File: src/rtl/fifo_rr_drain.sv
// Round-robin burst drain of pN FWFT capture FIFOs into one registered stream.
// A FIFO is granted only when it holds a full burst, or when flush allows partial drains.
//
// state   | meaning
// --------+------------------------------------------------------------
// S_IDLE  | no grant; choose the next eligible FIFO after last_grant
// S_BURST | popping FIFO cur until pBURST words, or until empty under flush
module fifo_rr_drain #(
  parameter int pN          = 4,
  parameter int pDATA_WIDTH = 16,
  parameter int pBURST      = 8,
  localparam int IW         = (pN > 1) ? $clog2(pN) : 1,
  localparam int CW         = $clog2(pBURST + 1)
) (
  input  logic                      clk,
  input  logic                      reset,
  input  logic                      enable,
  input  logic                      flush,
  input  logic [pN-1:0]             fifo_empty,
  input  logic [pN-1:0]             fifo_empty_threshold,
  input  logic [pN*pDATA_WIDTH-1:0] fifo_rdata,
  output logic [pN-1:0]             fifo_ren,
  output logic [pDATA_WIDTH-1:0]    out_data,
  output logic                      out_valid,
  input  logic                      out_ready,
  output logic [IW-1:0]             out_source,
  output logic                      out_last,
  output logic                      busy
);

  typedef enum logic {S_IDLE, S_BURST} state_t;

  state_t                 state_q, state_d;
  logic [IW-1:0]          cur_q, cur_d;
  logic [IW-1:0]          last_grant_q, last_grant_d;
  logic [CW-1:0]          count_q, count_d;
  logic [pDATA_WIDTH-1:0] out_data_q, out_data_d;
  logic                   out_valid_q, out_valid_d;
  logic [IW-1:0]          out_source_q, out_source_d;
  logic                   out_last_q, out_last_d;

  logic [pN-1:0]          elig;
  logic                   pick_valid;
  logic [IW-1:0]          pick;
  logic [IW:0]            scan_sum;
  logic [IW-1:0]          scan_idx;
  logic [pDATA_WIDTH-1:0] head;
  logic                   cur_empty;
  logic                   pop_ok;
  logic                   burst_done;

  assign elig = ~fifo_empty & ({pN{flush}} | ~fifo_empty_threshold);

  // Rotating priority: first eligible index after last_grant, modulo pN.
  always_comb begin
    pick_valid = 1'b0;
    pick       = '0;
    scan_sum   = '0;
    scan_idx   = '0;
    for (int k = 1; k <= pN; k++) begin
      scan_sum = {1'b0, last_grant_q} + (IW+1)'(k);
      if (scan_sum >= (IW+1)'(pN)) begin
        scan_sum = scan_sum - (IW+1)'(pN);
      end
      scan_idx = scan_sum[IW-1:0];
      if (!pick_valid && elig[scan_idx]) begin
        pick_valid = 1'b1;
        pick       = scan_idx;
      end
    end
  end

  always_comb begin
    head      = '0;
    cur_empty = 1'b1;
    for (int i = 0; i < pN; i++) begin
      if (cur_q == IW'(i)) begin
        head      = fifo_rdata[i*pDATA_WIDTH +: pDATA_WIDTH];
        cur_empty = fifo_empty[i];
      end
    end
  end

  // Reset suppresses the pop so an abandoned burst never loses an extra word.
  assign pop_ok     = (state_q == S_BURST) && !cur_empty && (!out_valid_q || out_ready) && !reset;
  assign burst_done = (count_q == CW'(pBURST - 1));

  always_ff @(posedge clk) begin
    if (reset) begin
      state_q      <= S_IDLE;
      cur_q        <= '0;
      last_grant_q <= IW'(pN - 1);
      count_q      <= '0;
      out_data_q   <= '0;
      out_valid_q  <= 1'b0;
      out_source_q <= '0;
      out_last_q   <= 1'b0;
    end else begin
      state_q      <= state_d;
      cur_q        <= cur_d;
      last_grant_q <= last_grant_d;
      count_q      <= count_d;
      out_data_q   <= out_data_d;
      out_valid_q  <= out_valid_d;
      out_source_q <= out_source_d;
      out_last_q   <= out_last_d;
    end
  end

  always_comb begin
    state_d      = state_q;
    cur_d        = cur_q;
    last_grant_d = last_grant_q;
    count_d      = count_q;
    out_data_d   = out_data_q;
    out_valid_d  = out_valid_q;
    out_source_d = out_source_q;
    out_last_d   = out_last_q;

    case (state_q)
      S_IDLE: begin
        if (enable && pick_valid) begin
          state_d      = S_BURST;
          cur_d        = pick;
          last_grant_d = pick;
          count_d      = '0;
        end
      end
      S_BURST: begin
        if (pop_ok) begin
          count_d = count_q + CW'(1);
          if (burst_done) begin
            state_d = S_IDLE;
          end
        end else if (cur_empty && flush) begin
          state_d = S_IDLE;
        end
      end
      default: state_d = S_IDLE;
    endcase

    if (pop_ok) begin
      out_data_d   = head;
      out_source_d = cur_q;
      out_valid_d  = 1'b1;
      out_last_d   = burst_done;
    end else if (out_ready) begin
      out_valid_d = 1'b0;
      out_last_d  = 1'b0;
    end
  end

  always_comb begin
    fifo_ren = '0;
    if (pop_ok) begin
      fifo_ren[cur_q] = 1'b1;
    end
    busy = (state_q == S_BURST) || out_valid_q;
  end

  assign out_data   = out_data_q;
  assign out_valid  = out_valid_q;
  assign out_source = out_source_q;
  assign out_last   = out_last_q;

endmodule

File: config.mk
export PLATFORM = sky130hd
export DESIGN_NAME = fifo_rr_drain
export DESIGN_NICKNAME = d
export VERILOG_FILES = /design/src/rtl/fifo_rr_drain.sv
export SDC_FILE = /design/constraint.sdc
export NUM_CORES = 1
export LEC_CHECK = 0
export ABC_CLOCK_PERIOD_IN_PS = 3800
export CELL_PAD_IN_SITES_DETAIL_PLACEMENT = 0
export CELL_PAD_IN_SITES_GLOBAL_PLACEMENT = 1
export CORE_MARGIN = 2
export CORE_UTILIZATION = 28
export CTS_CLUSTER_DIAMETER = 200
export CTS_CLUSTER_SIZE = 40
export DETAILED_ROUTE_END_ITERATION = 12
export GPL_TIMING_DRIVEN = 0
export PLACE_DENSITY_LB_ADDON = 0.1
export SYNTH_ARGS = -nofsm -noshare
export SYNTH_HDL_FRONTEND = slang
export SYNTH_SLANG_ARGS = --single-unit
File: constraint.sdc
create_clock -name clk -period 3.8 [get_ports clk]
set_clock_uncertainty 0.05 [all_clocks]
set_input_delay 0.38 -clock clk [delete_from_list [all_inputs] [get_ports clk]]
set_output_delay 0.38 -clock clk [all_outputs]
set_load 0.005 [all_outputs]
==> results.yml <==
worst_setup_path:
  critPathCapture: "fifo_ren[2]"
  end_kind: "output pin"
  critical_path_cell_count: 7
  worstPathRequired_ps: 3370
  ff2ff_setup_slack_ps: 1680
  cp_slowest_cell: "mux4_2"
  cp-start-kind: "input port"
  r2r-start: "cur_q[0]"
  path_cells: "clkdlybuf4s50_1 -> mux4_2 -> or3_1 -> buf_2 -> buf_6 -> nor3b_2 -> clkdlybuf4s50_1"
  reg2reg_to: "out_data[15]"
  crit_fanout: 10
  rr_worst_depth: 6
  crit_type: "in2out"
  cp_common_cell: "clkdlybuf4s50_1"
  crit_family: "buffers and inverters"
  critical_path_buf_inv_count: 4
  slowest_delay_ps: 530
  arrival_ps: 2790
  critPathLaunch: "fifo_empty[3]"
power_and_ir_drop:
  ir_drop_mv: 0.168
  power_density_nw_per_um2: 305
  internal_power_mw: 0.670
  total_power_mw: 0.877
  pwr-share-comb_pct: 25.4
  swShare_pct: 23.6
  pwr-share-seq_pct: 37.2
  leakagePower_nw: 0.967
  switching_power_mw: 0.207
  pwr-share-clk_pct: 37.5
floorplan:
  core_area_um2: 5610
  start_util_pct: 29.5
  ioPinCount: 102
  die_x_um: 80.9
  die_area_um2: 6540
  die_y_um: 80.9
  rows: 27
logic_synthesis:
  synth_cell_type_count: 33
  post-synth-top-count-cell: "nand2_1"
  yosysSeqAreaShare_pct: 35.1
  syn_nets: 263
  async_reset_ff_share_pct: 0
  ys_seq_elements: 29
  synthXorXnorAreaFrac_pct: 1.06
  syn_inst: 185
  synthFlopType: "dfxtp_1"
  synth_top_area_cell: "dfxtp_1"
  synthAdderAreaFrac_pct: 0.756
  synth_edf_count: 0
  yosysWarningCount: 0
  synth_commonest_cells: "nand2_1, dfxtp_1, a21oi_1"
  synth_top_family_by_area: "multiplexers"
  synth.mux.area_fraction_pct: 22.2
  synth-compound-area-share_pct: 15.3
  synth.cell_area_um2: 1650
  syn_area_per_cell_um2: 8.94
  synth_area_leaders: "dfxtp_1, mux4_2, mux2i_1, nand2_1, a21oi_1"
  yosys.area_share.simple_pct: 20.8
  synth_top_area_share_pct: 35.1
placed_design:
  placed_area_um2: 2760
  numPortBuffers: 101
  dp_slack_ps: 599
  place.gp.congestion: 0.777
  dpl.cell_count: 358
  dp_hpwl_um: 4030
sta:
  setup-violations-final: 0
  post-route-period-util_pct: 84.8
  fin_setup_tns_ps: 0
  clock.fmax_mhz: 310
  setup_ws_ps: 579
  fin_crit_ps: 3220
  holdWs_ps: 405
  rsz0062_at_grt: "false"
  worst_pin_slew_ps: 804
  slew_violations: 0
  hold_viol: 0
  relSlewSlack_pct: 45.9
clock_network:
  numCtsBuffers: 5
  path_clk_slew_ps: 60
  cts_root_buffer: "clkbuf_8"
  ctsHoldBuffers: 0
  clock_sinks: 29
  ctsHtreeMaxLevel: 2
  postCtsSetupBuffers: 0
  cts_tree: "built"
  clock_latency_ps: 280
  ctsResizeCount: 0
  clock_path_buffers: 2
drt:
  vias_per_cell: 4.77
  met2_length_um: 2350
  drtPass1Iterations: 4
  detail_route.wl_per_cell_um: 14.1
  routed-wl-met3_um: 476
  drc: 0
  drtIter0Drc: 40
  num_vias: 1745
  highest_layer: "met4"
  wl_met1_um: 2310
  routed_wl_um: 5180
  final_antenna_net_count: 0
global_routing:
  grt_util_all_layers_pct: 15.7
  grt_max_degree: 11
  antenna_found_initial: 0
  grt_pass1_wl_um: 7830
  gr-total-overflow: 0
  grt_pass1_vias: 1622
final_layout:
  antenna_cells: 0
  fill_cells: 559
  multi_input_area_um2: 995
  drive_gt1_share_pct: 10.5
  fin_nets: 371
  synthToLayoutAreaGrowth_pct: 73.6
  final_cells: 366
  utilization_pct: 51.2
  postLayoutCellArea_um2: 2870
  ff_latch_area_um2: 581
job:
  cap_viol_max_count: 0
min_path:
  min_path_type: "reg2reg"
outcome:
  outcome: "complete, no violations"
worst reg2reg max path, cell delays in order, from the launching register on:
cell and delay [ps]:
dfxtp_1 350, buf_2 340, buf_2 270, buf_1 400
nand2_1 300, nor3_1 200, nor3_1 70
state kept, by name, indices dropped and copies added, names as in the netlist:
signal	cells
out_valid	1
out_data	16
count_q	4
last_grant_q	2
state_q	1
cur_q	2
out_source	2
out_last	1
layout make-up:
type,instances,area share [%]
Clock inverter,1,1.05
Tap cell,72,3.14
Timing Repair Buffer,101,35.2
Inverter,2,0.261
Sequential cell,29,20.2
Clock buffer,7,3.01
Buffer,14,2.48
Multi-Input combinational cell,140,34.6
layer usage:
layer / GRT usage [%] / vias to the layer above
li1: - / 891
met1: 20.5 / 787
met2: 23.7 / 63
met3: 6.00 / 4
met4: 5.08 / 0
met5: 0 / -
power groups by stage:
stage	registers [mW]	logic (mW)	clock network, mW
after global routing	0.327	0.240	0.348
after global placement	0.332	0.224	0
final	0.326	0.222	0.329
after detailed placement	0.332	0.224	0
after floorplan	0.331	0.103	0
after CTS	0.326	0.225	0.337
placed cells by master (no fill, tap or decap), drive strengths merged:
cell type	count
clkdlybuf4s50	101
nand2	30
dfxtp	29
a21oi	20
nor3	17
o21ai	16
mux2i	12
clkbuf	12
mux4	11
buf	9
nor2	5
nor2b	4
nand2b	2
nor3b	2
or2	2
inv	2
o221ai	2
o31a	2
xor2	2
nand3	2
nand4b	2
or3	1
a21o	1
o22ai	1
o21bai	1
o31ai	1
a2bb2oi	1
nand4	1
nand3b	1
ha	1
bufinv	1
worst min path at each step:
stage	from	to	slack, ps	cells past startpoint
2_1_floorplan	out_data[12]	out_data[12]	400	2
3_3_place_gp	out_data[8]	out_data[8]	390	2
3_5_place_dp	out_data[14]	out_data[14]	400	2
4_1_cts	out_source[1]	out_source[1]	410	2
5_1_grt	out_data[8]	out_data[8]	420	2
6_report	out_source[1]	out_source[1]	410	2
kinds of logic after synthesis:
group,after synthesis
and+or+nand+nor,69
buffers and inverters,16
adders and majority gates,1
DFF,29
xor gates and xnor gates,2
AOI/OAI and AO/OA,45
muxes,23
Note: power is estimated with default switching activity, not from simulation.
